File: src/rtl/lms_err_if.sv
// Complex LMS error sample bus from the error/subtract stage.
// One sample per cycle when e_vld is high; gaps allowed.
interface lms_err_if;
  logic [15:0] e_i;
  logic [15:0] e_q;
  logic        e_vld;

  modport master (
    output e_i,
    output e_q,
    output e_vld
  );

  modport slave (
    input e_i,
    input e_q,
    input e_vld
  );
endinterface

File: src/rtl/lms_err_monitor.sv
// LMS error monitor: mean |e|^2 over 16-sample blocks and a
// convergence FSM driving step-size shift and weight freeze.
module lms_err_monitor #(
  parameter logic [31:0] THR_LO   = 32'd1024,
  parameter logic [31:0] THR_HI   = 32'd16384,
  parameter logic [31:0] THR_DIV  = 32'd268435456,
  parameter int          CONV_CNT = 4,
  parameter int          MU_ACQ   = 4,
  parameter int          MU_TRK   = 8
) (
  input  logic        clk,
  input  logic        reset,
  input  logic        clear,
  lms_err_if.slave    err,
  output logic [31:0] blk_pwr,
  output logic        pwr_vld,
  output logic [1:0]  state,
  output logic [3:0]  mu_shift,
  output logic        freeze
);

  typedef enum logic [1:0] {
    ACQ   = 2'd0,
    TRACK = 2'd1,
    DIV   = 2'd2
  } st_t;

  localparam logic [3:0] CONV  = 4'(CONV_CNT);
  localparam logic [3:0] MU_A  = 4'(MU_ACQ);
  localparam logic [3:0] MU_T  = 4'(MU_TRK);

  logic signed [15:0] ei_s;
  logic signed [15:0] eq_s;
  logic signed [31:0] ei_x;
  logic signed [31:0] eq_x;
  logic signed [31:0] sqi_w;
  logic signed [31:0] sqq_w;

  logic        v1;
  logic [31:0] sq_i;
  logic [31:0] sq_q;
  logic        v2;
  logic [31:0] p;
  logic [35:0] acc;
  logic [35:0] sum_w;
  logic [3:0]  cnt;

  st_t         st;
  logic [1:0]  div_cnt;
  logic [3:0]  lo_cnt;
  logic        is_div;
  logic        is_lo;
  logic        is_hi;
  logic        below_hi;

  // Full 32-bit squares; |x|^2 <= 2^30 so a 32-bit product is exact.
  assign ei_s  = err.e_i;
  assign eq_s  = err.e_q;
  assign ei_x  = 32'(ei_s);
  assign eq_x  = 32'(eq_s);
  assign sqi_w = ei_x * ei_x;
  assign sqq_w = eq_x * eq_x;

  assign sum_w    = acc + 36'(p);
  assign is_div   = blk_pwr >= THR_DIV;
  assign is_lo    = blk_pwr < THR_LO;
  assign is_hi    = blk_pwr > THR_HI;
  assign below_hi = blk_pwr < THR_HI;
  assign state    = st;

  // S1: register the squared I and Q components.
  always_ff @(posedge clk or negedge reset) begin
    if (!reset) begin
      v1   <= 1'b0;
      sq_i <= '0;
      sq_q <= '0;
    end else if (clear) begin
      v1   <= 1'b0;
      sq_i <= '0;
      sq_q <= '0;
    end else begin
      v1 <= err.e_vld;
      if (err.e_vld) begin
        sq_i <= sqi_w;
        sq_q <= sqq_w;
      end
    end
  end

  // S2: instantaneous power |e|^2.
  always_ff @(posedge clk or negedge reset) begin
    if (!reset) begin
      v2 <= 1'b0;
      p  <= '0;
    end else if (clear) begin
      v2 <= 1'b0;
      p  <= '0;
    end else begin
      v2 <= v1;
      if (v1) p <= sq_i + sq_q;
    end
  end

  // S3: block accumulator; 16th sample publishes the mean.
  always_ff @(posedge clk or negedge reset) begin
    if (!reset) begin
      acc     <= '0;
      cnt     <= '0;
      blk_pwr <= '0;
      pwr_vld <= 1'b0;
    end else if (clear) begin
      acc     <= '0;
      cnt     <= '0;
      blk_pwr <= '0;
      pwr_vld <= 1'b0;
    end else begin
      pwr_vld <= 1'b0;
      if (v2) begin
        cnt <= cnt + 4'd1;
        if (cnt == 4'd15) begin
          blk_pwr <= sum_w[35:4];
          pwr_vld <= 1'b1;
          acc     <= '0;
        end else begin
          acc <= sum_w;
        end
      end
    end
  end

  // Convergence FSM, stepped once per published block.
  always_ff @(posedge clk or negedge reset) begin
    if (!reset) begin
      st       <= ACQ;
      div_cnt  <= '0;
      lo_cnt   <= '0;
      mu_shift <= MU_A;
      freeze   <= 1'b0;
    end else if (clear) begin
      st       <= ACQ;
      div_cnt  <= '0;
      lo_cnt   <= '0;
      mu_shift <= MU_A;
      freeze   <= 1'b0;
    end else if (pwr_vld) begin
      if (is_div)
        div_cnt <= (div_cnt == 2'd2) ? 2'd2 : div_cnt + 2'd1;
      else
        div_cnt <= '0;
      if (is_lo)
        lo_cnt <= (lo_cnt == CONV) ? CONV : lo_cnt + 4'd1;
      else
        lo_cnt <= '0;
      if (is_div && div_cnt == 2'd1) begin
        st       <= DIV;
        mu_shift <= MU_A;
        freeze   <= 1'b1;
      end else begin
        unique case (st)
          ACQ: begin
            if (is_lo && lo_cnt == CONV - 4'd1) begin
              st       <= TRACK;
              mu_shift <= MU_T;
              freeze   <= 1'b0;
            end
          end
          TRACK: begin
            if (is_hi) begin
              st       <= ACQ;
              lo_cnt   <= '0;
              mu_shift <= MU_A;
            end
          end
          DIV: begin
            if (below_hi) begin
              st       <= ACQ;
              div_cnt  <= '0;
              lo_cnt   <= '0;
              mu_shift <= MU_A;
              freeze   <= 1'b0;
            end
          end
          default: begin
            st       <= ACQ;
            mu_shift <= MU_A;
            freeze   <= 1'b0;
          end
        endcase
      end
    end
  end

endmodule

File: src/flat_wrapper.sv
// flat-port wrapper written by rule: the top's interface ports become plain ports
module lms_err_monitor_flat 
#(
  parameter logic [31:0] THR_LO   = 32'd1024,
  parameter logic [31:0] THR_HI   = 32'd16384,
  parameter logic [31:0] THR_DIV  = 32'd268435456,
  parameter int          CONV_CNT = 4,
  parameter int          MU_ACQ   = 4,
  parameter int          MU_TRK   = 8
)
  (clk, reset, clear, blk_pwr, pwr_vld, state, mu_shift, freeze, err_e_i, err_e_q, err_e_vld);
  lms_err_if err_i ();
  input  logic clk;
  input  logic reset;
  input  logic clear;
  output logic [31:0] blk_pwr;
  output logic pwr_vld;
  output logic [1:0] state;
  output logic [3:0] mu_shift;
  output logic freeze;
  input wire logic [$bits(err_i.e_i)-1:0] err_e_i;
  input wire logic [$bits(err_i.e_q)-1:0] err_e_q;
  input wire logic [$bits(err_i.e_vld)-1:0] err_e_vld;
  assign err_i.e_i = err_e_i;
  assign err_i.e_q = err_e_q;
  assign err_i.e_vld = err_e_vld;
  lms_err_monitor #(.THR_LO(THR_LO), .THR_HI(THR_HI), .THR_DIV(THR_DIV), .CONV_CNT(CONV_CNT), .MU_ACQ(MU_ACQ), .MU_TRK(MU_TRK)) u_core (.clk(clk), .reset(reset), .clear(clear), .err(err_i), .blk_pwr(blk_pwr), .pwr_vld(pwr_vld), .state(state), .mu_shift(mu_shift), .freeze(freeze));
endmodule
File: config.mk
export PLATFORM = sky130hd
export DESIGN_NAME = lms_err_monitor_flat
export DESIGN_NICKNAME = d
export VERILOG_FILES = /design/src/rtl/lms_err_if.sv /design/src/rtl/lms_err_monitor.sv /design/src/flat_wrapper.sv
export SDC_FILE = /design/constraint.sdc
export NUM_CORES = 2
export LEC_CHECK = 0
export ABC_AREA = 1
export CELL_PAD_IN_SITES_DETAIL_PLACEMENT = 1
export CELL_PAD_IN_SITES_GLOBAL_PLACEMENT = 1
export CORE_ASPECT_RATIO = 0.75
export CORE_MARGIN = 2
export CORE_UTILIZATION = 40
export DETAILED_ROUTE_END_ITERATION = 10
export GPL_TIMING_DRIVEN = 0
export PLACE_DENSITY = 0.74
export SLEW_MARGIN = 30
export SYNTH_ARGS = -nofsm -noshare
export SYNTH_HDL_FRONTEND = slang
export SYNTH_SLANG_ARGS = --single-unit
File: constraint.sdc
create_clock -name clk -period 2.56 [get_ports clk]
set_input_delay 0.768 -clock clk [delete_from_list [all_inputs] [get_ports clk]]
set_output_delay 0.768 -clock clk [all_outputs]
set_load 0.05 [all_outputs]
# --- After elaboration in Yosys (flattened, before gate mapping) ---
# Index checks and enable logic that the tools add are counted.
totals:
  register_bits: 184
  input_bits: 36
  out_inout_bits: 40
  word_cells: 101
op_classes:
  addsub: 5
  multipliers: 2
  order_cmp: 4
  n_eq_ne: 11
  n_mux: 54
  reduce_logical: 11
op_table:
  columns: ["cell", "count"]
  rows:
  - ["2-to-1 mux 32 bit", 9]
  - ["2-to-1 mux 36 bit", 3]
  - ["multiplier 16 x 16 -> 32 bit", 2]
  - ["2-to-1 mux 4 bit", 15]
  - ["adder 36 x 32 -> 36 bit", 1]
  - ["adder 32 bit", 1]
  - [">= comparator 32 x 29 -> 1 bit, second input constant", 1]
  - ["> comparator 32 x 15 -> 1 bit, second input constant", 1]
  - ["< comparator 32 x 11 -> 1 bit, second input constant", 1]
  - ["< comparator 32 x 15 -> 1 bit, second input constant", 1]
  - ["2-to-1 mux 2 bit", 13]
  - ["inequality test 4 x 2 -> 1 bit, second input constant", 3]
  - ["one-hot mux 4 bit (3 select lines)", 1]
  - ["2-to-1 mux 1 bit", 10]
  - ["nonzero test 2 bit", 5]
  - ["adder 4 x 1 -> 4 bit, second input constant", 2]
  - ["one-hot mux 4 bit (2 select lines)", 1]
  - ["AND reduction 4 bit", 2]
  - ["one-hot mux 2 bit (3 select lines)", 1]
  - ["equality test 2 x 1 -> 1 bit, second input constant", 2]
  - ["equality test 2 bit, second input constant", 2]
  - ["equality test 4 x 2 -> 1 bit, second input constant", 1]
  - ["equality test 4 x 3 -> 1 bit, second input constant", 1]
  - ["equality test 4 bit, second input constant", 1]
  - ["6 further kinds", 7]

# --- Depth between registers and ports, before layout ---
logic_depth:
  ltp_word: 8
  ltp_mapped: 27
  ltp_nobuf: 26

# --- Worst setup path after synthesis ---
# No wires, ideal clock.
synth_path:
  path_kind: "input port to flip-flop"
  start: "in err_e_q[1]"
  end: "reg u_core.sq_q[27]"
  setup_ns: 0.118
  arrival_time_ns: 5.969
  required_time_ns: 2.442
  path_slack_ns: -3.527
  path_stages: 22
  path_buffers: 2
  path_cell_list: "clkbuf_1 buf_1 nand2_1 inv_1 fa_1 fa_1 fa_1 fa_1 fa_1 inv_1 fa_1 inv_1 ha_1 nand2_1 nor2_1 inv_1 nor3_1 nand3_1 nand3_1 nand2_1 nand3_1 nand2_1"
synth_via:
  elab_chain_len: 3
synth_lines:
  columns: ["element", "line_no", "source"]
  rows:
  - ["start: declaration", "flat_wrapper.sv:22", "input wire logic [$bits(err_i.e_q)-1:0] err_e_q;"]
  - ["multiplier 16 x 16 -> 32 bit", "lms_err_monitor.sv:62", "assign sqq_w = eq_x * eq_x;"]
  - ["2-to-1 mux 32 bit", "lms_err_monitor.sv:83", "if (err.e_vld) begin"]
  - ["2-to-1 mux 32 bit", "lms_err_monitor.sv:77", "end else if (clear) begin"]
  - ["end signal: assignment", "lms_err_monitor.sv:85", "sq_q <= sqq_w;"]
  - ["end: declaration", "lms_err_monitor.sv:41", "logic [31:0] sq_q;"]
# Every way passes these cells. The select of a mux whose other input is x is not followed.
# A chain may end at the register's enable or synchronous reset.

# --- Worst setup path after layout ---
layout_path:
  start: "in err_e_i[15]"
  end: "reg u_core.sq_i[19]"
layout_via:
  elab_chain_len: 3
layout_lines:
  columns: ["element", "line_no", "source"]
  rows:
  - ["start: declaration", "flat_wrapper.sv:21", "input wire logic [$bits(err_i.e_i)-1:0] err_e_i;"]
  - ["multiplier 16 x 16 -> 32 bit", "lms_err_monitor.sv:61", "assign sqi_w = ei_x * ei_x;"]
  - ["2-to-1 mux 32 bit", "lms_err_monitor.sv:83", null]
  - ["2-to-1 mux 32 bit", "lms_err_monitor.sv:77", null]
  - ["end signal: assignment", "lms_err_monitor.sv:84", "sq_i <= sqi_w;"]
  - ["end: declaration", "lms_err_monitor.sv:40", "logic [31:0] sq_i;"]
# Every way passes these cells. The select of a mux whose other input is x is not followed.

==> tab_implementation.tex <==
\begin{tabular}{lr}
\hline
Metric & Value \\
\hline
\multicolumn{2}{l}{\textbf{Hold path}} \\
\quad Min-Delay Path Class & input pin to async pin \\
\multicolumn{2}{l}{\textbf{Logic synthesis}} \\
\quad Synth area leader & sky130\_fd\_sc\_hd\_\_fa\_1 \\
\quad Count of mapped cells out of synthesis & 4107 \\
\quad Yosys reg bits & 179 \\
\quad Top cells by count, synth & sky130\_fd\_sc\_hd\_\_nand2\_1 (1145), sky130\_fd\_sc\_hd\_\_inv\_1 (1009), sky130\_fd\_sc\_hd\_\_fa\_1 (468) \\
\quad Top flip-flop cell by instance count after synthesis & sky130\_fd\_sc\_hd\_\_dfrtp\_1 \\
\quad Per-instance average area after synthesis & 7.46 um2 \\
\quad Library cell with the highest instance count after synthesis & sky130\_fd\_sc\_hd\_\_nand2\_1 \\
\quad Proportion of register bits with asynchronous set or reset after synthesis & 1.00 \\
\quad Sequential cell area fraction in the yosys report & 0.146 \\
\quad Number of distinct standard cells referenced by the synthesized netlist & 48 \\
\quad Dominant cells by area after synthesis & sky130\_fd\_sc\_hd\_\_fa\_1 (31\%), sky130\_fd\_sc\_hd\_\_dfrtp\_1 (15\%), sky130\_fd\_sc\_hd\_\_nand2\_1 (14\%), sky130\_fd\_sc\_hd\_\_inv\_1 (12\%), sky130\_fd\_sc\_hd\_\_ha\_1 (10\%) \\
\quad Count of synthesis-stage warnings from yosys & 0 \\
\quad Number of flops mapped to enable cells by yosys & 0 \\
\quad Area of the mapped netlist & 30600 um2 \\
\quad Top-area cell type share of the netlist area & 0.306 \\
\multicolumn{2}{l}{\textbf{Timing}} \\
\quad Count of final hold-check violations & 0 \\
\quad Worst Tran Pin Value & 1.02 ns \\
\quad Setup total negative slack & -147.84 ns \\
\quad Final setup skew & 0.0178 ns \\
\quad Final WS setup & -3.26 ns \\
\quad Fmax & 172 MHz \\
\quad Final period util & 2.27 \\
\quad Minimum period implied by the final worst setup slack & 5.82 ns \\
\quad Setup repair after global routing missed its margin & yes \\
\quad Number of pins with negative max-slew slack in the final report & 0 \\
\quad Worst max-slew margin expressed relative to the limit & 0.321 \\
\quad Setup violations, final & 56 \\
\multicolumn{2}{l}{\textbf{Critical path}} \\
\quad Worst EP required & 2.90 ns \\
\quad WS Path Type & input pin to flip-flop \\
\quad Element type at the critical path end & flip-flop \\
\quad Worst-path maximum fanout & 5 \\
\quad Startpoint type of the worst setup path & input pin \\
\quad Arrival time of the worst setup path & 6.15 ns \\
\multicolumn{2}{l}{\textbf{CTS}} \\
\quad Clock transition at the registers of the reported paths & 0.09 ns \\
\quad CTS buffer count & 17 \\
\quad Number of H-tree branching levels & 4 \\
\quad Clock network latency to the later pin of the worst-skew pair & 0.46 ns \\
\quad CTS tree & yes \\
\quad Cell at the root of the clock tree & sky130\_fd\_sc\_hd\_\_clkbuf\_16 \\
\quad Maximum root-to-sink buffer count & 2 \\
\quad Clock sink total & 179 \\
\multicolumn{2}{l}{\textbf{Global routing}} \\
\quad Maximum number of pins on one net before global-route repair & 66 \\
\quad GR Util All Layers & 0.288 \\
\quad Vias in the first global route & 30700 \\
\quad Overall overflow remaining after global route & 0 \\
\quad Antenna violations before repair & 2 \\
\quad First-pass GRT wire length & 174000 um \\
\multicolumn{2}{l}{\textbf{Layout}} \\
\quad Design area & 40500 um2 \\
\quad Layout-stage area growth over the synthesis result & 32.3\% \\
\quad Final non-filler cell total & 5486 \\
\quad Total Nets Final & 5201 \\
\quad Share of cells above drive strength 1 & 0.264 \\
\multicolumn{2}{l}{\textbf{Route}} \\
\quad Initial DRC Count & 1794 \\
\quad First-pass DRT Iterations & 5 \\
\quad Antenna Nets Post-Route & 0 \\
\quad Post-detailed-routing wire length & 118000 um \\
\quad Drt wl/cell & 21.5 um \\
\quad Drt via density & 5.24 \\
\quad Total vias in the final route & 28700 \\
\quad Number of DRC violations after detailed routing & 0 \\
\multicolumn{2}{l}{\textbf{Status}} \\
\quad Violations in the final reports & setup timing \\
\quad Status & finished, violations left \\
\multicolumn{2}{l}{\textbf{Placement}} \\
\quad Routability congestion estimate from global placement & 0.926 \\
\quad Dpl cell area & 34400 um2 \\
\quad Cell Count Post-Placement & 5188 \\
\quad Port Buffers & 55 \\
\quad Post-DP HPWL & 84700 um \\
\multicolumn{2}{l}{\textbf{Die}} \\
\quad Die H & 244 um \\
\quad Std-Cell Core Area & 75500 um2 \\
\quad Starting density of the core & 0.406 \\
\quad Die outline area & 78800 um2 \\
\quad Die Span X & 324 um \\
\quad Number of ports placed on the die boundary & 76 \\
\quad Num rows & 87 \\
\multicolumn{2}{l}{\textbf{Flow run}} \\
\quad Total of max-cap violations & 0 \\
\hline
\end{tabular}
-- placed cells by master (no fill, tap or decap), types with 12 or more instances in the layout --
cell,Yosys,layout
sky130_fd_sc_hd__clkbuf_8,0,15
sky130_fd_sc_hd__nor2_2,17,26
sky130_fd_sc_hd__nand4_1,35,35
sky130_fd_sc_hd__fa_1,468,416
sky130_fd_sc_hd__o21ai_2,2,25
sky130_fd_sc_hd__nor3_1,31,18
sky130_fd_sc_hd__a21oi_2,2,33
sky130_fd_sc_hd__xnor2_1,20,19
sky130_fd_sc_hd__nand3b_1,23,23
sky130_fd_sc_hd__buf_12,0,18
sky130_fd_sc_hd__clkdlybuf4s50_1,0,36
sky130_fd_sc_hd__nand2_2,23,126
sky130_fd_sc_hd__nand3_4,0,13
sky130_fd_sc_hd__buf_8,0,24
sky130_fd_sc_hd__ha_4,0,80
sky130_fd_sc_hd__nand3_2,7,37
sky130_fd_sc_hd__inv_1,1009,857
sky130_fd_sc_hd__nand2_4,0,81
sky130_fd_sc_hd__a21oi_1,141,78
sky130_fd_sc_hd__dfrtp_1,178,178
sky130_fd_sc_hd__inv_4,0,23
sky130_fd_sc_hd__o21ai_0,120,60
sky130_fd_sc_hd__fa_2,0,52
sky130_fd_sc_hd__clkbuf_16,0,61
sky130_fd_sc_hd__nor2_1,207,153
sky130_fd_sc_hd__a21oi_4,1,33
sky130_fd_sc_hd__o21ai_1,22,54
sky130_fd_sc_hd__ha_1,248,162
sky130_fd_sc_hd__o21bai_1,27,23
sky130_fd_sc_hd__buf_4,4,194
sky130_fd_sc_hd__buf_6,3,54
sky130_fd_sc_hd__a22o_1,12,12
sky130_fd_sc_hd__nand3_1,184,141
sky130_fd_sc_hd__xor2_1,27,24
sky130_fd_sc_hd__nor2_4,2,47
sky130_fd_sc_hd__nand2_1,1145,950
sky130_fd_sc_hd__buf_2,18,20
sky130_fd_sc_hd__inv_2,7,131
-- metrics by stage --
stage                      util  hold WS [ns]  worst slack (ns)
after floorplan               -         0.448             -3.00
after global placement    0.455         0.470             -7.04
after detailed placement  0.456         0.474             -4.61
after CTS                 0.515         0.227             -2.96
after global routing      0.537         0.229             -3.32
final                     0.537         0.210             -3.26
-- registers in the layout, summed over array words and instances (netlist names), 2 cells and up --
signal,cells
u_core.sq_q,31
u_core.lo_cnt,4
u_core.state,2
u_core.cnt,4
u_core.div_cnt,2
u_core.sq_i,31
u_core.p,32
u_core.blk_pwr,32
u_core.acc,36
-- worst max-delay path, stage by stage --
cell and delay (ns):
sky130_fd_sc_hd__buf_12 0.11, sky130_fd_sc_hd__clkbuf_16 0.15, sky130_fd_sc_hd__buf_12 0.14, sky130_fd_sc_hd__nand2_4 0.07
sky130_fd_sc_hd__inv_4 0.04, sky130_fd_sc_hd__buf_4 0.14, sky130_fd_sc_hd__fa_1 0.52, sky130_fd_sc_hd__inv_2 0.06
sky130_fd_sc_hd__fa_2 0.44, sky130_fd_sc_hd__fa_1 0.53, sky130_fd_sc_hd__inv_2 0.05, sky130_fd_sc_hd__fa_1 0.49
sky130_fd_sc_hd__fa_1 0.51, sky130_fd_sc_hd__inv_1 0.06, sky130_fd_sc_hd__fa_1 0.51, sky130_fd_sc_hd__inv_2 0.05
sky130_fd_sc_hd__ha_4 0.32, sky130_fd_sc_hd__nand2_4 0.10, sky130_fd_sc_hd__nor2_4 0.14, sky130_fd_sc_hd__inv_4 0.06
sky130_fd_sc_hd__nor3_4 0.27, sky130_fd_sc_hd__nand2_2 0.10, sky130_fd_sc_hd__nand2_2 0.13, sky130_fd_sc_hd__buf_4 0.13
sky130_fd_sc_hd__a21oi_2 0.05, sky130_fd_sc_hd__o21ai_1 0.11, sky130_fd_sc_hd__nand2_1 0.07
-- path summary, 6_finish.rpt --
path,slack (ns),startpoint,to,cells past startpoint
max,-3.26,err_e_i[15],u_core.sq_i[19],27
min,0.21,reset,u_core.blk_pwr[3],1
max reg2reg,0.05,u_core.sq_i[7],u_core.p[28],10
min reg2reg,0.48,u_core.mu_shift[2],u_core.mu_shift[2],2
max in group asynchronous,1.29,reset,u_core.sq_i[25],3
min in group clk,0.48,u_core.mu_shift[2],u_core.mu_shift[2],2
-- repair_timing --
item	in CTS	in global routing
endpoints found under the setup margin	59	68
hold endpoints to repair	0	0
cloned	5	0
hold buffers	0	0
setup buffers	185	79
gates resized for setup	660	288
pin swaps	335	220
-- area by class of cell --
type	count	area, um2
fill	8979	35000
multi-input combinational	2813	25600
sequential	179	4480
inverter	1018	3910
timing repair buffer	322	3100
buffer	98	1580
tap	1023	1280
clock buffer	19	433
clock inverter	13	136
antenna	1	2.50
-- metal layers --
| layer | global-route usage | vias to the layer above | routed length [um] |
|---|---|---|---|
| met1 | 0.417 | 14700 | 52800 |
| li1 | - | 13000 | - |
| met3 | 0.0449 | 170 | 7300 |
| met5 | 0 | - | 14 |
| met4 | 0.0498 | 2 | 2250 |
| met2 | 0.458 | 868 | 55800 |
-- kinds of logic after synthesis --
logic type | after synthesis | synth area share
AND/OR/NAND/NOR | 1693 | 0.229
buffers and inverters | 1116 | 0.139
adder cells (fa/ha/maj) | 716 | 0.407
AO/OA/AOI/OAI | 355 | 0.0650
flip-flops | 179 | 0.146
XOR/XNOR | 47 | 0.0134
other | 1 | 0.000122
Power is not shown: default switching activity piles up to over one toggle a cycle in this logic, so the estimate is an artifact.
